$ cat src/rtl/block_avg_scaler_if.sv
// Handshake and memory bus of the block-averaging downscaler.
// master: zoom controller plus the two frame RAMs; slave: block_avg_scaler.
interface block_avg_scaler_if #(
   parameter int DATA_W = 8,
   parameter int RD_AW  = 15,
   parameter int WR_AW  = 15
);
   logic              start;
   logic [1:0]        factor_log2;
   logic              busy;
   logic              done;
   logic              rd_en;
   logic [RD_AW-1:0]  rd_addr;
   logic [DATA_W-1:0] rd_data;
   logic              wr_en;
   logic [WR_AW-1:0]  wr_addr;
   logic [DATA_W-1:0] wr_data;

   modport master (
      output start, factor_log2, rd_data,
      input  busy, done, rd_en, rd_addr, wr_en, wr_addr, wr_data
   );

   modport slave (
      input  start, factor_log2, rd_data,
      output busy, done, rd_en, rd_addr, wr_en, wr_addr, wr_data
   );
endinterface

$ cat src/rtl/block_avg_scaler.sv
// block_avg_scaler: reads an IMG_W x IMG_H source image block by block
// (F x F blocks, F = 1, 2 or 4) from a synchronous-read RAM and writes one
// averaged pixel per block to the destination RAM in raster order.
// Optional build macro ROUND_NEAREST_EN: round-to-nearest instead of
// truncation when averaging (k > 0), with saturation to the pixel maximum.
module block_avg_scaler #(
   parameter int DATA_W = 8,
   parameter int IMG_W  = 160,
   parameter int IMG_H  = 120,
   parameter int RD_AW  = 15,
   parameter int WR_AW  = 15
) (
   input logic clk,
   input logic rst_n,
   block_avg_scaler_if.slave bus
);

   localparam int ACC_W = DATA_W + 4;
   localparam int XW    = $clog2(IMG_W);
   localparam int YW    = $clog2(IMG_H);
   localparam logic [ACC_W:0] PIX_MAX = {{5{1'b0}}, {DATA_W{1'b1}}};

   typedef enum logic [2:0] {IDLE, READ, DRAIN, WRITE, DONE} state_t;

   state_t            state;
   logic [1:0]        k_q;
   logic [3:0]        rd_cnt;
   logic [1:0]        dx;
   logic [XW-1:0]     bx;
   logic [YW-1:0]     by;
   logic [RD_AW-1:0]  blk_base;
   logic [WR_AW-1:0]  out_idx;

   logic              busy_q, done_q, rd_en_q, wr_en_q;
   logic [RD_AW-1:0]  rd_addr_q;
   logic [WR_AW-1:0]  wr_addr_q;
   logic [DATA_W-1:0] wr_data_q;

   logic              rd_vld_p1, first_p1;
   logic [ACC_W-1:0]  acc;

   logic [1:0]        f_m1;
   logic [3:0]        nsq_m1;
   logic [XW-1:0]     ow_m1;
   logic [YW-1:0]     oh_m1;
   logic [RD_AW-1:0]  row_wrap;
   logic [RD_AW-1:0]  next_base;
   logic [RD_AW-1:0]  next_rd;
   logic [ACC_W-1:0]  acc_in;
   logic              last_blk;

   // Clamp a rounded sum to the largest representable pixel.
   function automatic logic [DATA_W-1:0] sat_pix(input logic [ACC_W:0] v);
      if (v > PIX_MAX) return {DATA_W{1'b1}};
      return v[DATA_W-1:0];
   endfunction

   // Divide a block sum by F*F = 2^(2k), rounding when enabled.
   function automatic logic [DATA_W-1:0] scale_pix(input logic [ACC_W-1:0] a,
                                                   input logic [1:0] k);
      logic [ACC_W:0] v;
      v = {1'b0, a};
`ifdef ROUND_NEAREST_EN
      case (k)
         2'd1:    v = v + (ACC_W+1)'(2);
         2'd2:    v = v + (ACC_W+1)'(8);
         default: v = v;
      endcase
`endif
      v = v >> {k, 1'b0};
      return sat_pix(v);
   endfunction

   // Geometry and address stepping derived from the latched factor.
   always_comb begin
      f_m1     = 2'd0;
      nsq_m1   = 4'd0;
      ow_m1    = XW'(IMG_W - 1);
      oh_m1    = YW'(IMG_H - 1);
      row_wrap = '0;
      case (k_q)
         2'd1: begin
            f_m1     = 2'd1;
            nsq_m1   = 4'd3;
            ow_m1    = XW'(IMG_W / 2 - 1);
            oh_m1    = YW'(IMG_H / 2 - 1);
            row_wrap = RD_AW'(IMG_W);
         end
         2'd2: begin
            f_m1     = 2'd3;
            nsq_m1   = 4'd15;
            ow_m1    = XW'(IMG_W / 4 - 1);
            oh_m1    = YW'(IMG_H / 4 - 1);
            row_wrap = RD_AW'(3 * IMG_W);
         end
         default: ;
      endcase
      // Within a block: next column, or back to dx=0 on the next row.
      if (dx == f_m1)
         next_rd = rd_addr_q + RD_AW'(IMG_W) - RD_AW'(f_m1);
      else
         next_rd = rd_addr_q + RD_AW'(1);
      // Between blocks: step right by F, or down to the next block row.
      next_base = blk_base + RD_AW'(f_m1) + RD_AW'(1);
      if (bx == ow_m1)
         next_base = next_base + row_wrap;
      last_blk = (bx == ow_m1) && (by == oh_m1);
      acc_in   = first_p1 ? ACC_W'(bus.rd_data) : acc + ACC_W'(bus.rd_data);
   end

   // Run-control FSM with registered read/write strobes and status.
   always_ff @(posedge clk or negedge rst_n) begin
      if (!rst_n) begin
         state     <= IDLE;
         k_q       <= 2'd0;
         rd_cnt    <= 4'd0;
         dx        <= 2'd0;
         bx        <= '0;
         by        <= '0;
         blk_base  <= '0;
         out_idx   <= '0;
         busy_q    <= 1'b0;
         done_q    <= 1'b0;
         rd_en_q   <= 1'b0;
         rd_addr_q <= '0;
         wr_en_q   <= 1'b0;
         wr_addr_q <= '0;
         wr_data_q <= '0;
      end else begin
         done_q <= 1'b0;
         case (state)
            IDLE: begin
               if (bus.start) begin
                  k_q       <= (bus.factor_log2 == 2'd3) ? 2'd2 : bus.factor_log2;
                  bx        <= '0;
                  by        <= '0;
                  blk_base  <= '0;
                  out_idx   <= '0;
                  rd_cnt    <= 4'd0;
                  dx        <= 2'd0;
                  rd_addr_q <= '0;
                  rd_en_q   <= 1'b1;
                  busy_q    <= 1'b1;
                  state     <= READ;
               end
            end
            READ: begin
               if (rd_cnt == nsq_m1) begin
                  rd_en_q <= 1'b0;
                  state   <= DRAIN;
               end else begin
                  rd_cnt    <= rd_cnt + 4'd1;
                  dx        <= (dx == f_m1) ? 2'd0 : dx + 2'd1;
                  rd_addr_q <= next_rd;
               end
            end
            DRAIN: begin
               wr_en_q   <= 1'b1;
               wr_addr_q <= out_idx;
               wr_data_q <= scale_pix(acc_in, k_q);
               state     <= WRITE;
            end
            WRITE: begin
               wr_en_q <= 1'b0;
               out_idx <= out_idx + WR_AW'(1);
               if (last_blk) begin
                  busy_q <= 1'b0;
                  done_q <= 1'b1;
                  state  <= DONE;
               end else begin
                  if (bx == ow_m1) begin
                     bx <= '0;
                     by <= by + YW'(1);
                  end else begin
                     bx <= bx + XW'(1);
                  end
                  blk_base  <= next_base;
                  rd_addr_q <= next_base;
                  rd_cnt    <= 4'd0;
                  dx        <= 2'd0;
                  rd_en_q   <= 1'b1;
                  state     <= READ;
               end
            end
            DONE:    state <= IDLE;
            default: state <= IDLE;
         endcase
      end
   end

   // Read-return pipeline: tag returning data and accumulate the block sum.
   always_ff @(posedge clk or negedge rst_n) begin
      if (!rst_n) begin
         rd_vld_p1 <= 1'b0;
         first_p1  <= 1'b0;
         acc       <= '0;
      end else begin
         rd_vld_p1 <= rd_en_q;
         first_p1  <= rd_en_q && (rd_cnt == 4'd0);
         if (rd_vld_p1)
            acc <= acc_in;
      end
   end

   assign bus.busy    = busy_q;
   assign bus.done    = done_q;
   assign bus.rd_en   = rd_en_q;
   assign bus.rd_addr = rd_addr_q;
   assign bus.wr_en   = wr_en_q;
   assign bus.wr_addr = wr_addr_q;
   assign bus.wr_data = wr_data_q;

endmodule

$ cat src/flat_wrapper.sv
// flat-port wrapper written by rule: the top's interface ports become plain ports
module block_avg_scaler_flat 
#(
   parameter int DATA_W = 8,
   parameter int IMG_W  = 160,
   parameter int IMG_H  = 120,
   parameter int RD_AW  = 15,
   parameter int WR_AW  = 15
)
  (clk, rst_n, bus_start, bus_factor_log2, bus_rd_data, bus_busy, bus_done, bus_rd_en, bus_rd_addr, bus_wr_en, bus_wr_addr, bus_wr_data);
  block_avg_scaler_if #(.DATA_W(DATA_W), .RD_AW(RD_AW), .WR_AW(WR_AW)) bus_i ();
  input logic clk;
  input logic rst_n;
  input wire logic [$bits(bus_i.start)-1:0] bus_start;
  input wire logic [$bits(bus_i.factor_log2)-1:0] bus_factor_log2;
  input wire logic [$bits(bus_i.rd_data)-1:0] bus_rd_data;
  output wire logic [$bits(bus_i.busy)-1:0] bus_busy;
  output wire logic [$bits(bus_i.done)-1:0] bus_done;
  output wire logic [$bits(bus_i.rd_en)-1:0] bus_rd_en;
  output wire logic [$bits(bus_i.rd_addr)-1:0] bus_rd_addr;
  output wire logic [$bits(bus_i.wr_en)-1:0] bus_wr_en;
  output wire logic [$bits(bus_i.wr_addr)-1:0] bus_wr_addr;
  output wire logic [$bits(bus_i.wr_data)-1:0] bus_wr_data;
  assign bus_i.start = bus_start;
  assign bus_i.factor_log2 = bus_factor_log2;
  assign bus_i.rd_data = bus_rd_data;
  assign bus_busy = bus_i.busy;
  assign bus_done = bus_i.done;
  assign bus_rd_en = bus_i.rd_en;
  assign bus_rd_addr = bus_i.rd_addr;
  assign bus_wr_en = bus_i.wr_en;
  assign bus_wr_addr = bus_i.wr_addr;
  assign bus_wr_data = bus_i.wr_data;
  block_avg_scaler #(.DATA_W(DATA_W), .IMG_W(IMG_W), .IMG_H(IMG_H), .RD_AW(RD_AW), .WR_AW(WR_AW)) u_core (.clk(clk), .rst_n(rst_n), .bus(bus_i));
endmodule
$ cat config.mk
export PLATFORM = sky130hd
export DESIGN_NAME = block_avg_scaler_flat
export DESIGN_NICKNAME = d
export VERILOG_FILES = /design/src/rtl/block_avg_scaler_if.sv /design/src/rtl/block_avg_scaler.sv /design/src/flat_wrapper.sv
export SDC_FILE = /design/constraint.sdc
export NUM_CORES = 1
export LEC_CHECK = 0
export BUFFER_PORTS_ARGS = -buffer_cell sky130_fd_sc_hd__buf_2
export CORE_MARGIN = 5
export CORE_UTILIZATION = 55
export DETAILED_ROUTE_END_ITERATION = 7
export PLACE_DENSITY = 0.74
export SYNTH_ARGS = -nofsm -noshare
export SYNTH_HDL_FRONTEND = slang
export SYNTH_SLANG_ARGS = --single-unit
$ cat constraint.sdc
create_clock -name clk -period 4.15 [get_ports clk]
set_input_delay 0.6225 -clock clk [delete_from_list [all_inputs] [get_ports clk]]
set_output_delay 0.6225 -clock clk [all_outputs]
set_load 0.01 [all_outputs]
==> results.md <==
- Avg Synthesized Cell Area: 9.14 um^2
- P_int: 3460 uW
- Worst Path Required: 4.38 ns
- Leak: 0.00375 uW
- Crit-path max FO: 14
- CP max stage cell: fa_1
- CTS resizes: 0
- Worst-margin pin slew: 1.10 ns
- Worst R2R End: u_core.blk_base[11]
- Fraction of layout cells with a size suffix above 1: 16.8%
- P&R area growth vs syn: 9.62%
- Synth warn: 0
- Number of global-route vias before repair: 6135
- Max Buffers Root-to-Sink: 2
- Die Ht: 128 um
- Fin Hold WS: 0.360 ns
- Startpoint types: flop
- Setup slack, reg-to-reg: 0.36 ns
- Final wirelength: 17900 um
- Setup bufs post-CTS: 0
- WS Path Type: reg -> reg
- Grt ovf: 0
- Mapped Area: 7650 um^2
- CTS buffer count: 9
- Slew margin rel.: 26.5%
- Drt drc: 0
- Unrepaired setup endpoints after global routing: false
- Chip width: 128 um
- Yosys cell types: 84
- Max Clock Freq: 264 MHz
- Root buffer cell: clkbuf_16
- I/O Buffers: 54
- Initial antenna violation count: 0
- Antenna Nets Post-Route: 0
- Clk_lat worst skew: 0.37 ns
- Skew final: 0.00880 ns
- Placer Congestion: 0.918
- Switching Fraction: 46.0%
- Tot GR Track Use: 22.7%
- NetSw: 2940 uW
- Via Count: 6421
- # nets final: 940
- R2R depth: 15
- Count of final setup violators: 0
- Final min period: 3.79 ns
- Post-Syn Instances: 837
- Worst setup margin: 0.361 ns
- Fin cells: 1063
- Final worst path period share: 91.3%
- Peak VDD IR: 0.000343 V
- Crit path DAT: 4.02 ns
- I/O Pins: 55
- Clk pwr share: 13.8%
- Post-Syn Nets: 899
- Pre-CTS setup slack: 0.394 ns
- Yosys reg bits: 112
- DIE AREA: 16400 um^2
- Worst setup path endpoint: u_core.blk_base[11]
- Pwr dens: 764 nW/um^2
- Critical path endpoint category: flop
- Global-route wire length before repair: 30300 um
- Rows: 43
- Setup TNS: 0 ns
- WL/cell: 16.8 um
- H-tree levels: 3
- Sequential share of the synthesized area: 36.6%
- Hold-fix buffers, CTS: 0
- Reg-to-reg startpoint: u_core.k_q[0]
- ANT cells: 0
- Post-synth EDFFs: 0
- Most frequently used flop master after synthesis: dfrtp_1
- CP startpoint: u_core.k_q[0]
- Max-Cap Viols: 0
- Worst hold path type: in -> async
- Core ar.: 13800 um^2
- Placed Instances: 1047
- Clock transition at the registers of the reported paths: 0.08 ns
- Detailed placement HPWL: 13100 um
- First-pass detailed-route iteration total: 5
- Initial Util: 55.5%
- CP peak stage delay: 0.49 ns
- Vias per cell: 6.04
- Asr flop ratio synth: 100%
- Final Hold Viols: 0
- CTS tree: built
- Largest net degree at the start of global routing: 71
- Max-slew violation count: 0
- Outcome: complete, no violations
- Comb power frac: 57.5%
- Initial drt markers: 476
- Sequential share of power: 28.7%
- # clock sinks: 112
- Crit path cell chain: inv_1 -> buf_4 -> ha_1 -> inv_1 -> fa_1 -> nand3b_4 -> or3_1 -> and2_1 -> ha_1 -> a31oi_1 -> a21oi_1 -> o21ai_1 -> a211oi_1 -> xnor2_1 -> o22ai_1
-- cells in the mapped netlist (all sizes together) (7+ instances only) --
| master | instances | area (um^2) |
|---|---|---|
| or3 | 12 | 80.1 |
| mux2i | 14 | 140 |
| nor2b | 7 | 43.8 |
| a211oi | 13 | 123 |
| nand4 | 10 | 62.6 |
| nand2b | 7 | 43.8 |
| dfrtp | 112 | 2800 |
| o211ai | 12 | 100 |
| nor3 | 14 | 70.1 |
| a21o | 9 | 68.8 |
| o21ai | 93 | 465 |
| o22ai | 9 | 68.8 |
| xnor2 | 29 | 254 |
| clkbuf | 23 | 86.3 |
| nand3 | 33 | 165 |
| inv | 33 | 124 |
| xor2 | 19 | 166 |
| ha | 46 | 576 |
| and2 | 8 | 50.1 |
| or2 | 8 | 50.1 |
| mux2 | 31 | 353 |
| a21oi | 33 | 169 |
| nand2 | 70 | 265 |
| nor2 | 67 | 262 |
| buf | 14 | 72.6 |
| a221oi | 9 | 78.8 |
| nor3b | 11 | 82.6 |
| o31ai | 9 | 67.6 |
| a31oi | 10 | 77.6 |
| and3 | 11 | 68.8 |
-- critical path, delay by kind of cell, from the launching register on --
family | cells | cell delay [ns]
fa+ha+maj | 3 | 0.93
simple gates | 3 | 0.80
compound gates | 5 | 0.76
flops | 1 | 0.47
buf+inv | 3 | 0.46
xor+xnor | 1 | 0.25
-- power by group through the flow --
stage | sequential (uW) | clock, uW | combinational [uW]
after floorplan | 1800 | 0 | 2730
after global placement | 1850 | 0 | 3600
after detailed placement | 1860 | 0 | 3670
after CTS | 1840 | 904 | 3680
after global routing | 1900 | 943 | 4140
final | 1840 | 884 | 3680
-- cell usage in the layout (no fill, tap or decap), types with 10 or more instances in the layout --
cell,n
dfrtp_1,112
nand2_1,69
nor2_1,64
o21ai_0,61
buf_2,53
ha_1,46
nand3_1,33
inv_1,32
o21ai_1,32
a21oi_1,32
xnor2_1,29
mux2_2,28
xor2_1,19
nor3_1,14
mux2i_1,14
buf_4,14
and3_1,11
or3_1,11
nor3b_1,11
o211ai_1,10
nand4_1,10
-- metrics by stage --
step	total power, uW	area, um^2	utilization [%]
after global routing	6980	8380	60.9
after CTS	6420	8380	60.9
after global placement	5450	8090	58.7
final	6400	8380	60.9
after detailed placement	5530	8090	58.7
after floorplan	4530	7650	-
-- worst min-delay path by stage --
stage / endpoint / slack [ns] / cells after the start
global placement: u_core.rd_vld_p1 / 0.43 / 0
global route: u_core.acc[2] / 0.44 / 1
CTS: u_core.bus.rd_addr[4] / 0.40 / 1
floorplan: u_core.acc[0] / 0.33 / 0
detailed placement: u_core.rd_vld_p1 / 0.45 / 0
finish: u_core.acc[0] / 0.36 / 1
-- routing by layer --
layer | routed length, um | vias to the layer above | global-route usage, % | share of wire, %
met5 | 0 | - | 0 | 0
met4 | 352 | 0 | 6.55 | 2.0
met3 | 814 | 23 | 4.13 | 4.6
met2 | 8420 | 168 | 36.4 | 47
met1 | 8290 | 3112 | 31.5 | 46
li1 | - | 3118 | - | -
-- cell type report --
type | count | area (um^2)
well taps | 180 | 225
clock buffers | 10 | 239
flip-flops and latches | 112 | 2800
inverters | 34 | 128
multi-input cells | 654 | 4560
clock inverters | 6 | 57.6
fillers | 1219 | 5390
repair buffers | 67 | 370
-- kinds of logic after synthesis --
family,Yosys count,share of synthesized area [%]
multiplexers,45,6.45
buffers and inverters,71,3.75
flip-flops,112,36.6
XOR/XNOR,49,5.79
adder cells (fa/ha/maj),49,8.31
AND/OR/NAND/NOR,284,19.4
AO/OA/AOI/OAI,227,19.6
-- flip-flops by register name, indices dropped and copies added (netlist names), 2 cells and up --
name                cells
u_core.dx               2
u_core.bus.rd_addr     15
u_core.by               7
u_core.bx               8
u_core.rd_cnt           4
u_core.bus.wr_data      8
u_core.acc             12
u_core.k_q              2
u_core.out_idx         15
u_core.state            3
u_core.blk_base        15
u_core.bus.wr_addr     15
No activity file was read; power rests on OpenSTA's default activity.
